==> src/rtl/fp32_div_seq.sv <==
// Sequential IEEE-754 binary32 divider using bit-serial restoring mantissa division.
// Define FP32_DIV_ROUND_EN for round-to-nearest-even; otherwise the mantissa is truncated.
module fp32_div_seq (
    input  logic        clk,
    input  logic        rst_n,
    input  logic        start,
    input  logic [31:0] a,
    input  logic [31:0] b,
    output logic        busy,
    output logic        done,
    output logic        exception,
    output logic        overflow,
    output logic        underflow,
    output logic [31:0] res
);

    typedef enum logic [1:0] {
        IDLE,
        DIV,
        ROUND
    } state_t;

    state_t state, state_next;

    logic [4:0]  cnt;
    logic [24:0] rem;
    logic [25:0] quo;
    logic [23:0] mb;
    logic [7:0]  ea, eb;
    logic        sign;

    // one restoring-division step
    logic        qbit;
    logic [24:0] rem_sub;

    // normalisation / rounding
    logic signed [9:0] exp_base, exp_norm, exp_fin;
    logic [22:0] mant_norm, mant_fin;

    // result selection
    logic [31:0] res_c;
    logic        exc_c, ovf_c, unf_c;

    always_ff @(posedge clk) begin
        if (!rst_n) begin
            state <= IDLE;
        end else begin
            state <= state_next;
        end
    end

    always_comb begin
        state_next = state;
        case (state)
            IDLE:    if (start) state_next = DIV;
            DIV:     if (cnt == 5'd25) state_next = ROUND;
            ROUND:   state_next = IDLE;
            default: state_next = IDLE;
        endcase
    end

    always_comb begin
        qbit    = (rem >= {1'b0, mb});
        rem_sub = qbit ? (rem - {1'b0, mb}) : rem;
    end

    always_comb begin
        exp_base = $signed({2'b00, ea}) - $signed({2'b00, eb}) + 10'sd127;
        if (quo[25]) begin
            mant_norm = quo[24:2];
            exp_norm  = exp_base;
        end else begin
            mant_norm = quo[23:1];
            exp_norm  = exp_base - 10'sd1;
        end
    end

`ifdef FP32_DIV_ROUND_EN
    logic        guard, sticky, round_up;
    logic [23:0] mant_sum;

    always_comb begin
        if (quo[25]) begin
            guard  = quo[1];
            sticky = quo[0] | (|rem);
        end else begin
            guard  = quo[0];
            sticky = |rem;
        end
        round_up = guard & (sticky | mant_norm[0]);
        mant_sum = {1'b0, mant_norm} + {23'b0, round_up};
        // an all-ones mantissa rolling over leaves mant_sum[22:0] at zero already
        mant_fin = mant_sum[22:0];
        exp_fin  = mant_sum[23] ? (exp_norm + 10'sd1) : exp_norm;
    end
`else
    always_comb begin
        mant_fin = mant_norm;
        exp_fin  = exp_norm;
    end
`endif

    always_comb begin
        res_c = '0;
        exc_c = 1'b0;
        ovf_c = 1'b0;
        unf_c = 1'b0;
        if (ea == 8'hFF || eb == 8'hFF || eb == 8'h00) begin
            exc_c = 1'b1;
        end else if (ea == 8'h00) begin
            res_c = {sign, 31'b0};
        end else if (exp_fin >= 10'sd255) begin
            ovf_c = 1'b1;
            res_c = {sign, 8'hFF, 23'b0};
        end else if (exp_fin <= 10'sd0) begin
            unf_c = 1'b1;
            res_c = {sign, 31'b0};
        end else begin
            res_c = {sign, exp_fin[7:0], mant_fin};
        end
    end

    always_ff @(posedge clk) begin
        if (!rst_n) begin
            busy      <= 1'b0;
            done      <= 1'b0;
            exception <= 1'b0;
            overflow  <= 1'b0;
            underflow <= 1'b0;
            res       <= '0;
            cnt       <= '0;
            rem       <= '0;
            quo       <= '0;
            mb        <= '0;
            ea        <= '0;
            eb        <= '0;
            sign      <= 1'b0;
        end else begin
            done <= 1'b0;
            case (state)
                IDLE: begin
                    if (start) begin
                        busy <= 1'b1;
                        ea   <= a[30:23];
                        eb   <= b[30:23];
                        sign <= a[31] ^ b[31];
                        rem  <= {2'b01, a[22:0]};
                        mb   <= {1'b1, b[22:0]};
                        quo  <= '0;
                        cnt  <= '0;
                    end
                end
                DIV: begin
                    rem <= rem_sub << 1;
                    quo <= {quo[24:0], qbit};
                    cnt <= cnt + 5'd1;
                end
                ROUND: begin
                    busy      <= 1'b0;
                    done      <= 1'b1;
                    res       <= res_c;
                    exception <= exc_c;
                    overflow  <= ovf_c;
                    underflow <= unf_c;
                end
                default: ;
            endcase
        end
    end

endmodule

==> config.mk <==
export PLATFORM = sky130hd
export DESIGN_NAME = fp32_div_seq
export DESIGN_NICKNAME = d
export VERILOG_FILES = /design/src/rtl/fp32_div_seq.sv
export SDC_FILE = /design/constraint.sdc
export NUM_CORES = 1
export LEC_CHECK = 0
export BUFFER_PORTS_ARGS = -buffer_cell sky130_fd_sc_hd__clkbuf_2
export CORE_ASPECT_RATIO = 2
export CORE_MARGIN = 3
export CORE_UTILIZATION = 58
export CTS_CLUSTER_DIAMETER = 100
export CTS_CLUSTER_SIZE = 28
export DETAILED_ROUTE_END_ITERATION = 7
export GPL_ROUTABILITY_DRIVEN = 1
export PLACE_DENSITY = 0.79
export SLEW_MARGIN = 20
export SYNTH_ARGS = -nofsm -noshare
export SYNTH_HDL_FRONTEND = slang
export SYNTH_SLANG_ARGS = --single-unit
==> constraint.sdc <==
create_clock -name clk -period 9.55 [get_ports clk]
set_clock_uncertainty 0.05 [all_clocks]
set_input_delay 0.955 -clock clk [delete_from_list [all_inputs] [get_ports clk]]
set_output_delay 0.955 -clock clk [all_outputs]
set_load 0.02 [all_outputs]
Word level (Yosys, flattened, before mapping)

Index checks and enable logic that the tools add are counted.
Widths: inputs -> output; s select.

Bits in registers: 136
Bits in latches: 0
Memory bits (writable): 0
ROM bits: 0
Word-level logic and storage cells: 68
Memories: 0

Add/subtract/negate cells: 5
$mul: 0
Div/mod/pow operators: 0
Order comparisons: 3
Equality and inequality tests: 7
Shift-type cells: 0
Multiplexer cells: 27
Bitwise gates (word level): 1
Reductions and logical operators: 11

Operator list:

| cell                  | count |
|---|---|
| $mux 31               | 3 |
| $pmux 26 s2           | 1 |
| $pmux 25 s2           | 1 |
| $mux 32               | 1 |
| $mux 26               | 1 |
| $ge 25x24->1          | 1 |
| $mux 25               | 1 |
| $mux 24               | 1 |
| $sub 24x24->24        | 1 |
| $mux 23               | 1 |
| $eq 8x8->1 const B    | 2 |
| $logic_not 8->1       | 2 |
| $add 9x8->10 const B  | 1 |
| $ge 10x9->1 const B   | 1 |
| $le 10x1->1 const B   | 1 |
| $mux 1                | 10 |
| $mux 10               | 1 |
| $pmux 5 s2            | 1 |
| $sub 10x2->10 const B | 1 |
| $sub 8x8->9           | 1 |
| $reduce_and 2->1      | 4 |
| $add 5x1->5 const B   | 1 |
| $eq 5x5->1 const B    | 1 |
| $mux 5                | 1 |
| 10 further kinds      | 14 |

Longest topological paths before layout

Gate-level depths: netlist of the first run.

Depth in word-level cells: 9
Depth in mapped cells: 18
Mapped depth without buffers: 16

Worst setup path after synthesis of the first run

No wires, ideal clock.

Kind: register to register
Start: register ea[0]
End: register res[10]
Arrival time: 3.050 ns
Required time: 9.385 ns
Setup slack: 6.335 ns
Cell stages (with the launch flop): 18
Clock period less this slack: 3.215 ns
Path through: dfxtp_1 > inv_1 > ha_1 > inv_1 > fa_1 > inv_1 > ha_1 > clkbuf_1 > xnor2_1 > o21a_1 > nor3_2 > or3b_1 > a21o_2 > nand2_2 > nor2_4 > nand3_2 > buf_6 > o21ai_2

Word-level cells in the longest chain between the ends: 9
Elaborated cells between the ends (all ways): 14
Classes of those cells: add/sub: 3; order compare: 2; eq/ne: 1; mux: 5; reduce/logical: 3

RTL lines:

| element                | RTL line | source |
|---|---|---|
| from (decl)            | 29       | `logic [7:0] ea, eb;` |
| from (signal assigned) | 144      | `ea <= a[30:23];` |
| $sub 8x8->9            | 68       | `exp_base = $signed({2'b00, ea}) - $signed({2'b00, eb}) + 10'sd127;` |
| $add 9x8->10           | 68       |  |
| $sub 10x2->10          | 74       | `exp_norm = exp_base - 10'sd1;` |
| $mux 10                | 69       | `if (quo[25]) begin` |
| $le 10x1->1            | 115      | `end else if (exp_fin <= 10'sd0) begin` |
| $mux 31                | 115      |  |
| $mux 31                | 112      | `end else if (exp_fin >= 10'sd255) begin` |
| $mux 31                | 110      | `end else if (ea == 8'h00) begin` |
| $mux 32 *              | 108      | `if (ea == 8'hFF \|\| eb == 8'hFF \|\| eb == 8'h00) begin` |
| to (signal assigned)   | 161      | `res <= res_c;` |
| to (decl)              | 14       | `output logic [31:0] res` |

Mark *: on every way between the ends. The rest lies on a longest branch, timed or not.
A chain may end at the register's enable or synchronous reset.

Final worst setup path of the first run

Start: register ea[0]
End: register res[9]

Same word-level chain as after synthesis.

==> flow_summary.json, run 1 <==
{
  "finalCriticalPeriod_ps": 3900,
  "startpoint_type": "register",
  "max_stage_delay_ps": 550,
  "cts_setup_buffers": 0,
  "pin_count": 104,
  "crit_path_top_delay_cell": "nand3_2",
  "netlist_area_um2": 7260,
  "dieArea_um2": 14000,
  "avgSynthCellArea_um2": 8.23,
  "cap_violations": 0,
  "num_rows": 57,
  "worstSkewPairLatency_ps": 420,
  "leakagePower_uw": 0.00352,
  "cp_data_arrival_time_ps": 4180,
  "coreArea_um2": 12200,
  "crit_path_end_kind": "register",
  "yosysWarningCount": 0,
  "detail-route-antenna-nets": 0,
  "clock_sinks": 136,
  "htreeDepth": 4,
  "cp_top_family": "adder cells",
  "cts_buffer_depth": 2,
  "synth_cells": 882,
  "max_freq_ghz": 0.257,
  "cts_resized": 0,
  "slew_violations": 0,
  "remaining_drc_errors": 0,
  "fillCellCount": 1005,
  "wl_met2_um": 9740,
  "antenna_found_initial": 0,
  "max-slew-margin-rel_pct": 33.5,
  "drive_above_1_share_pct": 19.1,
  "period_share_pct": 40.8,
  "area_delta_synth_final_pct": 16.4,
  "path_max_fanout": 23,
  "final_util_pct": 69.3,
  "die_h_um": 164,
  "wl_met1_um": 6640,
  "clk_pin_slew_worst_paths_ps": 60,
  "crit_type": "register to register",
  "wl_met3_um": 676,
  "antennaDiodeCount": 0,
  "cts_buffers": 17,
  "setup_tns_ps": 0,
  "synth_ff_type": "dfxtp_1",
  "initial_core_util_pct": 59.5,
  "cp.required_ps": 9830,
  "grt_pass1_vias": 6352,
  "path_cells": "inv_1, ha_1, inv_1, fa_1, inv_1, ha_1, inv_1, o211ai_1, o21ai_0, mux2_2, a21oi_2, xor2_1, nor2_1, a21oi_4, nand3_2, o21ai_0",
  "dp_hpwl_um": 12300,
  "power_density_nw_per_um2": 216,
  "critPathBufInv": 4,
  "grt-ovfl-total": 0,
  "highest_layer": "met4",
  "gr-usage-all-layers_pct": 25.8,
  "rrSetupSlack_ps": 5650,
  "ys_types": 72,
  "syn_nets": 987,
  "gp_congestion": 0.850,
  "status": "complete, no violations",
  "grt_max_degree": 68,
  "drt_iter0_drc": 307,
  "routed-via-count": 6502,
  "cts_root_buf": "clkbuf_16",
  "drt-pass1-iter-count": 5,
  "ys_ff_latch": 136,
  "finalSetupViolCount": 0,
  "routed_via_density": 5.78,
  "async_flop_share_pct": 0,
  "synth_area_leaders": "dfxtp_1, nand2_1, ha_1",
  "fin_nets": 1070,
  "total_power_uw": 1830,
  "worst_pin_slew_ps": 998,
  "wl_per_cell_um": 15.7,
  "fp.dieW_um": 85.1,
  "yosysMostFrequentCell": "nand2_1",
  "vdd_ir_drop_max_mv": 0.155,
  "rsz0062_at_grt": "no",
  "hold_viol": 0,
  "path_common_cell": "inv_1",
  "synth_area_leader_cell": "dfxtp_1",
  "cts_hold_buf": 0,
  "ys_seq_area_share_pct": 37.5,
  "grt_first_pass_wirelength_um": 29400,
  "wl_um": 17700,
  "yosys-top-cells-count": "nand2_1, dfxtp_1, a21oi_1",
  "hold_class": "register to register",
  "portBuffers": 103,
  "cts_tree": "done",
  "netlist.area_leader.share_pct": 37.5,
  "synth_edf_count": 0
}
sequential cells by signal, summed over array words and instances, names as in the netlist, 2 cells and up:
register / cells
quo: 26
cnt: 5
ea: 8
eb: 8
rem: 25
res: 32
mb: 24
state: 2
cell families after synthesis:
logic type / synth area share, %
mux: 4.45
compound gates: 22.3
flops: 37.5
buf+inv: 5.19
fa+ha+maj: 6.75
simple gates: 19.7
xor+xnor: 4.19
per-stage QoR:
stage,area (um^2),hold WS (ps),worst slack [ps],instances
after floorplan,7260,377,6340,882
after global placement,7820,376,5770,1093
after detailed placement,7820,379,5650,1093
after CTS,8450,388,5620,1125
after global routing,8450,415,5250,1125
final,8450,385,5650,1125
worst min-delay path: stages (launching register included):
cell and delay [ps]:
dfxtp_1 310, nand2_1 50, nand2_1 40
where the power goes:
group	internal [uW]	leakage, uW	switching [uW]
clock	402	0.000305	290
sequential	596	0.00111	22.4
combinational	204	0.00211	315
cells in the final DEF, fill, tap and decap left out, types with 4 or more instances in the layout:
master     instances
nand2_1          169
dfxtp_1          136
clkbuf_2         103
a21oi_1           77
inv_1             45
nor2_1            40
ha_1              36
o21ai_0           32
mux2i_1           30
a22o_1            25
xnor2_1           21
o21ai_2           21
nor3_1            17
a21o_1            17
clkbuf_16         17
nand3_1           14
nor4_1            11
nand4_1           11
nand2b_1          10
xor2_1            10
a211oi_1           9
a31oi_1            9
or3_1              8
buf_4              8
nor2b_1            7
o21a_1             5
o211ai_1           5
inv_6              5
inv_8              5
nand3b_1           4
a311oi_1           4
a221o_1            4
routing by layer:
layer | vias to the layer above | GRT usage (%)
met4 | 0 | 11.1
li1 | 3276 | -
met3 | 47 | 5.17
met5 | - | 0
met1 | 3011 | 27.1
met2 | 168 | 48.6
worst paths after layout:
kind                                 to     from  depth (start not counted)
worst max-delay path             res[9]    ea[0]                         16
worst max register to register   res[9]    ea[0]                         16
worst min-delay path            res[27]  res[27]                          2
worst min register to register  res[27]  res[27]                          2
cell type report:
type,instances,area (um^2),area share (%)
clock buffers,17,425,5.03
repair buffers,111,576,6.81
inverters,46,173,2.04
flip-flops and latches,136,2720,32.2
multi-input cells,653,4170,49.3
well taps,147,184,2.18
clock inverters,15,200,2.37
(Power assumes the default switching activity.)
==> run 2, diff against run 1 <==
Settings changed: CORE_UTILIZATION 58 to 52, PLACE_DENSITY 0.79 to 0.74.
Clock period 9.55 ns to 3.4 ns, I/O delays scaled along.
==> run 2 against run 1 <==
  * Cell area rose by 4.2%
  * Sequential share of layout area fell by 1.2 points
  * Critical path depth stayed put
  * Critical path type unchanged
==> flow_summary.json, run 2 (synthesis gave the netlist of run 1 again) <==
{
  "status": "complete, no violations",
  "crit_start": "eb[0]",
  "largestRegisters": "res (32), quo (26), rem (25)",
  "die_h_um": 173,
  "dieArea_um2": 15500,
  "fp.dieW_um": 89.6,
  "portBuffers": 103,
  "slew_violations": 0,
  "period_share_pct": 97.6,
  "hold_ws_ps": 79.7,
  "gp_congestion": 0.854,
  "largest_register_ffs": 32,
  "cp_data_arrival_time_ps": 3580,
  "grt_max_degree": 65,
  "grt_pass1_vias": 6548,
  "remaining_drc_errors": 0,
  "cap_violations": 0,
  "grt_first_pass_wirelength_um": 29400,
  "area_delta_synth_final_pct": 21.3,
  "path_max_fanout": 5,
  "rsz0062_at_grt": "yes",
  "cts_root_buf": "clkbuf_16",
  "wl_per_cell_um": 15.4,
  "reg2reg_from": "eb[0]",
  "hold_viol": 0,
  "finalSetupViolCount": 0,
  "vdd_ir_drop_max_mv": 0.422,
  "p_switching_uw": 1770,
  "total_power_uw": 5140,
  "drive_above_1_share_pct": 22.5,
  "htreeDepth": 4,
  "final_util_pct": 64.8,
  "drt_iter0_drc": 165,
  "worstSkewPairLatency_ps": 420,
  "cts_tree": "done",
  "hold_class": "input pin to register",
  "cts_buffers": 17,
  "max-slew-margin-rel_pct": 50.5,
  "top_register": "res",
  "num_rows": 60,
  "coreArea_um2": 13600,
  "routed-via-count": 6561,
  "power_density_nw_per_um2": 584,
  "initial_core_util_pct": 53.4,
  "mostFrequentLayoutCell": "nand2_1",
  "max_freq_ghz": 0.301,
  "hp-start": "b[16]",
  "cp.required_ps": 3660,
  "fin_nets": 1091,
  "worst_pin_slew_ps": 740,
  "mostFrequentLayoutCells": "nand2_1, dfxtp_1, clkbuf_2, a21oi_1, inv_1",
  "antennaDiodeCount": 0,
  "clock_sinks": 136,
  "crit_path_end_kind": "register",
  "comb_power_share_pct": 30.6,
  "fillCellCount": 1203,
  "swShare_pct": 34.3,
  "p_int_uw": 3380,
  "gr-usage-all-layers_pct": 23.8,
  "clk_pin_slew_worst_paths_ps": 70,
  "drt-pass1-iter-count": 5,
  "finalCriticalPeriod_ps": 3320,
  "wl_um": 18200,
  "leakagePower_uw": 0.00367,
  "antenna_found_initial": 0,
  "cts_buffer_depth": 2,
  "p_clk_share_pct": 35.6,
  "pin_count": 104,
  "crit_type": "register to register",
  "startpoint_type": "register",
  "dp_hpwl_um": 12800,
  "grt-ovfl-total": 0,
  "detail-route-antenna-nets": 0,
  "routed_via_density": 5.54,
  "sequentialPowerShare_pct": 33.8
}
-- run 2: cell types whose count changed in the layout (fill, tap and decap cells not counted), sizes merged --
cell / previous run / this run
buf: 8 / 28
bufinv: 2 / 1
clkbuf: 120 / 121
clkinvlp: 1 / 2
-- run 2: routing by layer --
| metal | routed length [um] | track usage (%) | part of all wire, % |
|---|---|---|---|
| met1 | 6790 | 23.6 | 37 |
| met2 | 10300 | 45.2 | 56 |
| met5 | 0 | 0 | 0 |
| met4 | 617 | 9.75 | 3.4 |
| met3 | 550 | 4.43 | 3.0 |
-- run 2: power by group through the flow --
stage | combinational [uW] | sequential (uW) | clock, uW
after floorplan | 1150 | 1750 | 0
after global placement | 1470 | 1770 | 0
after detailed placement | 1480 | 1770 | 0
after CTS | 1520 | 1740 | 1860
after global routing | 1750 | 1750 | 1930
final | 1580 | 1740 | 1830
-- run 2: final cells by class --
cell class              instances  area (um^2)  share of cell area [%]
multi-input cells             653         4290                    48.7
flip-flops and latches        136         2730                    31.0
repair buffers                132          803                    9.12
clock buffers                  17          425                    4.83
well taps                     186          233                    2.64
inverters                      46          173                    1.96
clock inverters                15          155                    1.76
-- run 2: stage by stage --
stage | std cells | TNS, ps | cell area [um^2] | worst slack [ps]
after detailed placement | 1146 | -74.1 | 7990 | -28.3
after global placement | 1146 | 0 | 7990 | 69.3
after floorplan | 882 | 0 | 7260 | 185
after global routing | 1185 | -1560 | 8810 | -97.6
final | 1185 | 0 | 8810 | 80.9
after CTS | 1182 | 0 | 8680 | 9.37
-- run 2: worst paths after layout --
kind	to	slack, ps	depth (start not counted)
hold reg to reg	res[27]	390	2
setup / recovery	res[6]	80	16
setup reg to reg	res[6]	80	16
hold / removal	mb[16]	80	3
-- run 2: what timing repair did --
item | in CTS | in global routing
gates resized for setup | 10 | 22
gates cloned | 2 | 1
hold buffers | 0 | 0
pin swaps | 5 | 27
endpoints found under the setup margin | 22 | 29
buffers inserted | 2 | 2
-- run 2: critical path, cell delays in order (launching register included) --
cell and delay (ps):
dfxtp_4 370, ha_4 140, inv_2 30, fa_2 530, inv_2 60, ha_1 200
nor2b_1 150, o21ai_0 190, a21bo_2 260, mux2i_1 150, xnor2_1 210, nand4_1 160
nor2_2 170, a21oi_4 90, nand3_4 190, clkbuf_16 190, o21ai_2 50
